## config.mk

```make
export PLATFORM = sky130hd
export DESIGN_NAME = uart_alu_if
export DESIGN_NICKNAME = d
export VERILOG_FILES = /design/src/rtl/uart_alu_if_pkg.sv /design/src/rtl/uart_alu_if_timeout_cnt.sv /design/src/rtl/uart_alu_if.sv
export SDC_FILE = /design/constraint.sdc
export NUM_CORES = 1
export LEC_CHECK = 0
export CAP_MARGIN = 10
export CORE_MARGIN = 4
export CORE_UTILIZATION = 30
export CTS_CLUSTER_DIAMETER = 100
export DETAILED_ROUTE_END_ITERATION = 10
export PLACE_DENSITY = 0.67
export SETUP_SLACK_MARGIN = 0.1
export SLEW_MARGIN = 25
export SYNTH_ARGS = -nofsm -noshare
export SYNTH_HDL_FRONTEND = slang
export SYNTH_SLANG_ARGS = --single-unit
```

## constraint.sdc

```tcl
create_clock -name i_clk -period 1.64 [get_ports i_clk]
set_input_delay 0.492 -clock i_clk [delete_from_list [all_inputs] [get_ports i_clk]]
set_output_delay 0.492 -clock i_clk [all_outputs]
set_load 0.1 [all_outputs]
```

## src/rtl/uart_alu_if_pkg.sv

```systemverilog
// uart_alu_if shared definitions: FSM state encoding and default widths.
// Shared with the ALU and the UART top level.
package uart_alu_if_pkg;

  localparam int NB_DATA_DEF = 8;
  localparam int NB_OP_DEF   = 6;

  typedef enum logic [2:0] {
    S_OPA    = 3'd0,
    S_OPB    = 3'd1,
    S_OPCODE = 3'd2,
    S_CALC   = 3'd3,
    S_TX     = 3'd4,
    S_TXWAIT = 3'd5
  } state_t;

  function automatic logic is_busy(input state_t s);
    return (s == S_CALC) || (s == S_TX) || (s == S_TXWAIT);
  endfunction

endpackage

```

## src/rtl/uart_alu_if_timeout_cnt.sv

```systemverilog
// if_timeout_cnt: inter-byte cycle counter with synchronous clear.
// Only instantiated when IF_TIMEOUT_EN is defined.
module if_timeout_cnt #(
  parameter int TIMEOUT_TICKS = 50000000
) (
  input  logic i_clk,
  input  logic i_reset_n,
  input  logic i_clr,
  input  logic i_en,
  output logic o_expire
);

  localparam int W = (TIMEOUT_TICKS > 2) ? $clog2(TIMEOUT_TICKS) : 1;
  localparam logic [W-1:0] LAST = W'(TIMEOUT_TICKS - 1);

  logic [W-1:0] r_cnt;

  // count enabled cycles, restart on clear
  always_ff @(posedge i_clk or negedge i_reset_n) begin
    if (!i_reset_n) begin
      r_cnt <= '0;
    end else if (i_clr) begin
      r_cnt <= '0;
    end else if (i_en && (r_cnt != LAST)) begin
      r_cnt <= r_cnt + 1'b1;
    end
  end

  assign o_expire = i_en && (r_cnt == LAST);

endmodule

```

## src/rtl/uart_alu_if.sv

```systemverilog
// uart_alu_if: assembles A, B, opcode from UART bytes, returns ALU result.
// Optional inter-byte timeout enabled by defining IF_TIMEOUT_EN.
module uart_alu_if
  import uart_alu_if_pkg::*;
#(
  parameter int NB_DATA = NB_DATA_DEF,
  parameter int NB_OP   = NB_OP_DEF
`ifdef IF_TIMEOUT_EN
  ,
  parameter int TIMEOUT_TICKS = 50000000
`endif
) (
  input  logic               i_clk,
  input  logic               i_reset_n,
  input  logic               i_rx_done_tick,
  input  logic [NB_DATA-1:0] i_rx_data,
  input  logic [NB_DATA-1:0] i_alu_result,
  input  logic               i_tx_done_tick,
  output logic [NB_DATA-1:0] o_alu_a,
  output logic [NB_DATA-1:0] o_alu_b,
  output logic [NB_OP-1:0]   o_alu_op,
  output logic               o_tx_start,
  output logic [NB_DATA-1:0] o_tx_data,
  output logic               o_rx_drop,
  output logic               o_timeout
);

  state_t             r_state;
  logic [NB_DATA-1:0] r_alu_a;
  logic [NB_DATA-1:0] r_alu_b;
  logic [NB_OP-1:0]   r_alu_op;
  logic [NB_DATA-1:0] r_tx_data;
  logic               r_tx_start;
  logic               r_rx_drop;
  logic               r_timeout;
  logic               w_expire;

`ifdef IF_TIMEOUT_EN
  logic w_cnt_en;
  logic w_cnt_clr;

  assign w_cnt_en  = (r_state == S_OPB) || (r_state == S_OPCODE);
  assign w_cnt_clr = i_rx_done_tick || (r_state == S_OPA);

  if_timeout_cnt #(
    .TIMEOUT_TICKS(TIMEOUT_TICKS)
  ) u_timeout_cnt (
    .i_clk    (i_clk),
    .i_reset_n(i_reset_n),
    .i_clr    (w_cnt_clr),
    .i_en     (w_cnt_en),
    .o_expire (w_expire)
  );
`else
  assign w_expire = 1'b0;
`endif

  // command sequencer with registered outputs
  always_ff @(posedge i_clk or negedge i_reset_n) begin
    if (!i_reset_n) begin
      r_state    <= S_OPA;
      r_alu_a    <= '0;
      r_alu_b    <= '0;
      r_alu_op   <= '0;
      r_tx_data  <= '0;
      r_tx_start <= 1'b0;
      r_rx_drop  <= 1'b0;
      r_timeout  <= 1'b0;
    end else begin
      r_tx_start <= 1'b0;
      r_timeout  <= 1'b0;
      r_rx_drop  <= i_rx_done_tick && is_busy(r_state);
      unique case (r_state)
        S_OPA: begin
          if (i_rx_done_tick) begin
            r_alu_a <= i_rx_data;
            r_state <= S_OPB;
          end
        end
        S_OPB: begin
          if (i_rx_done_tick) begin
            r_alu_b <= i_rx_data;
            r_state <= S_OPCODE;
          end else if (w_expire) begin
            r_state   <= S_OPA;
            r_timeout <= 1'b1;
          end
        end
        S_OPCODE: begin
          if (i_rx_done_tick) begin
            r_alu_op <= i_rx_data[NB_OP-1:0];
            r_state  <= S_CALC;
          end else if (w_expire) begin
            r_state   <= S_OPA;
            r_timeout <= 1'b1;
          end
        end
        S_CALC: begin
          r_tx_data <= i_alu_result;
          r_state   <= S_TX;
        end
        S_TX: begin
          r_tx_start <= 1'b1;
          r_state    <= S_TXWAIT;
        end
        S_TXWAIT: begin
          if (i_tx_done_tick) begin
            r_state <= S_OPA;
          end
        end
        default: r_state <= S_OPA;
      endcase
    end
  end

  assign o_alu_a    = r_alu_a;
  assign o_alu_b    = r_alu_b;
  assign o_alu_op   = r_alu_op;
  assign o_tx_data  = r_tx_data;
  assign o_tx_start = r_tx_start;
  assign o_rx_drop  = r_rx_drop;
  assign o_timeout  = r_timeout;

endmodule

```

Word level (Yosys, flattened, before mapping)
Index checks and enable logic that the tools add are counted.
Storage, ports and cells
  flip-flop bits (word level): 35
  logic and storage cells: 30
Cells by class
  equality and inequality tests: 9
  multiplexer cells: 6
  reductions and logical operators: 8
Operators with widths (count)
  $pmux W3 S6: 1
  $mux W3: 4
  $ne A2 B2 Y1 const B: 4
  $eq A3 B2 Y1 const B: 2
  $eq A3 B3 Y1 const B: 2
  $reduce_and A2 Y1: 3
  $reduce_and A4 Y1: 1
  $eq A3 B1 Y1 const B: 1
  $logic_not A3 Y1: 1
  $logic_or A1 B1 Y1: 2
  $logic_and A1 B1 Y1: 1
  $mux W1: 1

Logic depth before layout (Yosys ltp)
  word-level depth: 4
  depth in mapped cells: 4
  mapped depth without buffers: 2

Worst setup path after synthesis
No wires, ideal clock.
  kind: flip-flop to flip-flop
  start: register r_state[0]
  end: register r_alu_a[0] (netlist: o_alu_a[0])
  setup time: 125 ps
  arrival: 1319 ps
  data required time: 1515 ps
  setup slack: 196 ps
  cell stages (with the launch flop): 4
  period minus slack after synthesis: 1444 ps
  path through: dfrtp_1 -> buf_6 -> nor4b_4 -> mux2_2
On the way
  cells in the longest elaborated chain, start to end: 2
Ends and longest elaborated chain
  start: declaration: RTL line uart_alu_if.sv:28  | state_t r_state;
  start signal: assignment: RTL line uart_alu_if.sv:61  | r_state <= S_OPA;
  start signal: assignment: RTL line uart_alu_if.sv:77  | r_state <= S_OPB;
  start signal: assignment: RTL line uart_alu_if.sv:83  | r_state <= S_OPCODE;
  $logic_not A3 Y1: RTL line uart_alu_if.sv:73  | unique case (r_state)
  $reduce_and A2 Y1 (no line)
  end signal: assignment: RTL line uart_alu_if.sv:76  | r_alu_a <= i_rx_data;
  end: declaration: RTL line uart_alu_if.sv:29  | logic [NB_DATA-1:0] r_alu_a;
Every way passes these cells.
A chain may end at the register's enable or synchronous reset.

Final worst setup path
  start: register r_state[1]
  end: register r_alu_op[1] (netlist: o_alu_op[1])
On the way
  cells in the longest elaborated chain, start to end: 2
Ends and longest elaborated chain
  $eq A3 B2 Y1: RTL line uart_alu_if.sv:73
  $reduce_and A2 Y1 (no line)
  end signal: assignment: RTL line uart_alu_if.sv:91  | r_alu_op <= i_rx_data[NB_OP-1:0];
  end: declaration: RTL line uart_alu_if.sv:31  | logic [NB_OP-1:0] r_alu_op;
Every way passes these cells.

==> impl_metrics.tcl <==
set metrics [dict create \
    seq_area_frac_synth_pct 62.72 \
    htree_num_levels 2 \
    synth_largest_type_area_fraction_pct 62.72 \
    postLayoutCellArea_sq_mm 0.002432 \
    cts_inserted_buffers 5 \
    outcome "finished clean" \
    die_h_um 76.23 \
    syn2layout_area_growth_pct 74.19 \
    netlist.top_cell.by_area "sky130_fd_sc_hd__dfrtp_1" \
    vias_per_cell 4.698 \
    drtPass1Iterations 4 \
    total_placed_instance_area_sq_mm 0.002316 \
    antenna_found_initial 0 \
    critical_path.max_fanout 10 \
    design.core.area_sq_mm 0.004444 \
    final_hold_viol_count 0 \
    synth_edf_count 0 \
    drt_iter0_markers 41 \
    grt.overflow.total 0 \
    floorplan.die_area_sq_mm 0.005810 \
    vias 935 \
    synth_cells 88 \
    ys_ff_latch 35 \
    layout.nets 168 \
    clock-sinks 35 \
    multi_input_area_sq_um 496.7 \
    cts-root-to-sink-buffers 2 \
    finalSetupViolCount 0 \
    fillerInstances 368 \
    grt_max_degree 36 \
    r2r_cells 3 \
    final-max-slew-violation-count 0 \
    ys_warn_count 0 \
    drtAntennaViolNets 0 \
    syn_avg_cell_area_sq_um 15.87 \
    io_buffers 51 \
    crit-reg2reg-launch "r_state[1]" \
    timing.rr.end "o_alu_op[1]" \
    setup.worst_path.start_class "flip-flop" \
    drive_gt1_share_pct 55.10 \
    finClkSkew_ps 6.132 \
    unrepaired_setup_endpoints_after_global_routing "no" \
    number_of_global_route_vias_before_repair 1082 \
    clock_tree_from_tritoncts "built" \
    crit_path_end_kind "flip-flop" \
    ys_top_cells_by_count "sky130_fd_sc_hd__dfrtp_1 (35), sky130_fd_sc_hd__mux2_2 (30), sky130_fd_sc_hd__buf_2 (3), sky130_fd_sc_hd__nor3b_1 (3)" \
    grt_pass1_wl_um 5395 \
    wirelength_um 3275 \
    postLayoutCoreUtil_pct 54.73 \
    antenna_cells 0 \
    die_x_um 76.23 \
    cts_hold_buf 0 \
    max_freq_ghz 0.6837 \
    dp_hpwl_um 2443 \
    synth_flop_cell "sky130_fd_sc_hd__dfrtp_1" \
    pin_count 53 \
    criticalPathCategory "reg -> reg" \
    clk_latency_ps 280 \
    clk_transition_reported_paths_ps 70 \
    cts_root_buf "sky130_fd_sc_hd__clkbuf_8" \
    holdCritPathClass "reg -> reg" \
    maxCapViolCount 0 \
    hold_path_origin "o_alu_op[0]" \
    placement_rows 24 \
    ff2ff_setup_slack_ps 180 \
    async_reset_ff_share_pct 100.0 \
    post_synth_main_area_contributors "sky130_fd_sc_hd__dfrtp_1 (63%), sky130_fd_sc_hd__mux2_2 (24%), sky130_fd_sc_hd__nor4b_4 (1.7%)" \
    period_minus_slack_ps 1463 \
    timing.critical_path.to "o_alu_op[1]" \
    cp-startpoint "r_state[1]" \
    crit_required_ps 1800 \
    initial_utilization_pct 31.42 \
    synth.cell_area_sq_mm 0.001396 \
    grt_usage_pct 11.99 \
    yosys.cell_types.count 17 \
    synth_fp_nets 108 \
    layout_worst_path_cycle_share_pct 89.19 \
    gpl.final_weighted_congestion 0.6746 \
    final-seq-area_sq_um 879.6 \
    critical_path_arrival_ps 1620 \
    post_detailed_route_wirelength_per_cell_um 16.46 \
    remaining_drc_errors 0 \
    most_used_standard_cell_by_instance_count_after_synthesis "sky130_fd_sc_hd__dfrtp_1" \
]
-- cells by family after synthesis --
kind of cell | after synthesis | share of synthesized area [%]
flip-flops | 35 | 62.72
other | 1 | 0.2686
AO/OA/AOI/OAI | 3 | 1.254
AND/OR/NAND/NOR | 13 | 8.333
buffers and inverters | 6 | 3.226
multiplexers | 30 | 24.19
-- worst min-delay path by stage --
stage | to | depth (start not counted)
2_1_floorplan | o_alu_a[0] | 0
3_3_place_gp | o_tx_data[3] | 1
3_5_place_dp | o_alu_a[6] | 1
4_1_cts | o_alu_op[2] | 2
5_1_grt | o_alu_b[0] | 1
6_report | o_alu_op[0] | 1
-- cells in the final DEF (no fill, tap or decap) --
cell | synthesis | layout
sky130_fd_sc_hd__dfrtp_1 | 35 | 32
sky130_fd_sc_hd__nor4bb_2 | 0 | 1
sky130_fd_sc_hd__clkdlybuf4s50_1 | 0 | 18
sky130_fd_sc_hd__dlygate4sd2_1 | 0 | 1
sky130_fd_sc_hd__clkbuf_8 | 0 | 5
sky130_fd_sc_hd__mux2_2 | 30 | 30
sky130_fd_sc_hd__or4_1 | 1 | 1
sky130_fd_sc_hd__nand2b_1 | 2 | 2
sky130_fd_sc_hd__and2_1 | 1 | 1
sky130_fd_sc_hd__nand3b_1 | 2 | 2
sky130_fd_sc_hd__nor3b_1 | 3 | 3
sky130_fd_sc_hd__nor4b_4 | 1 | 1
sky130_fd_sc_hd__buf_4 | 1 | 5
sky130_fd_sc_hd__clkbuf_1 | 0 | 1
sky130_fd_sc_hd__nor4bb_4 | 0 | 1
sky130_fd_sc_hd__buf_6 | 2 | 1
sky130_fd_sc_hd__a21oi_1 | 1 | 1
sky130_fd_sc_hd__a21boi_0 | 1 | 1
sky130_fd_sc_hd__conb_1 | 1 | 1
sky130_fd_sc_hd__buf_12 | 0 | 34
sky130_fd_sc_hd__dfrtp_2 | 0 | 3
sky130_fd_sc_hd__o21ai_0 | 1 | 1
sky130_fd_sc_hd__nor4b_1 | 1 | 1
-- repair_timing --
action,in CTS,in global routing
pin swaps,2,0
endpoints found under the setup margin,23,22
resized for setup,6,1
setup buffers,0,3
-- worst max-delay path, cell delays in order (launching register included) --
cell,delay [ps]
sky130_fd_sc_hd__dfrtp_2,480
sky130_fd_sc_hd__nor4bb_4,360
sky130_fd_sc_hd__buf_6,170
sky130_fd_sc_hd__mux2_2,330
-- routing by layer --
layer / track usage (%) / vias up / wire [um]
li1: - / 427 / -
met1: 13.37 / 477 / 1285
met2: 20.39 / 27 / 1753
met3: 3.664 / 4 / 168
met4: 6.522 / 0 / 68
met5: 0 / - / 0
-- through the flow --
step	worst slack [ps]	hold WS, ps	setup TNS, ps	cells
floorplan	195.6	196.4	0	88
global placement	-324.3	555.2	-6496	190
detailed placement	-433.0	565.4	-8350	190
CTS	76.57	580.1	0	196
global route	108.2	588.9	0	199
finish	177.3	574.4	0	199
-- cell type report --
| cell class | count | share of cell area [%] |
|---|---|---|
| Timing Repair Buffer | 59 | 37.76 |
| Sequential cell | 35 | 36.16 |
| Multi-Input combinational cell | 47 | 20.42 |
| Clock buffer | 6 | 2.984 |
| Tap cell | 52 | 2.675 |
-- registers in the layout, indices dropped and copies added (netlist names) --
register / flops
o_tx_data: 8
o_alu_a: 8
o_rx_drop: 1
o_alu_b: 8
o_alu_op: 6
r_state: 3
o_tx_start: 1
Power is not shown: default switching activity piles up to over one toggle a cycle in this logic, so the estimate is an artifact.
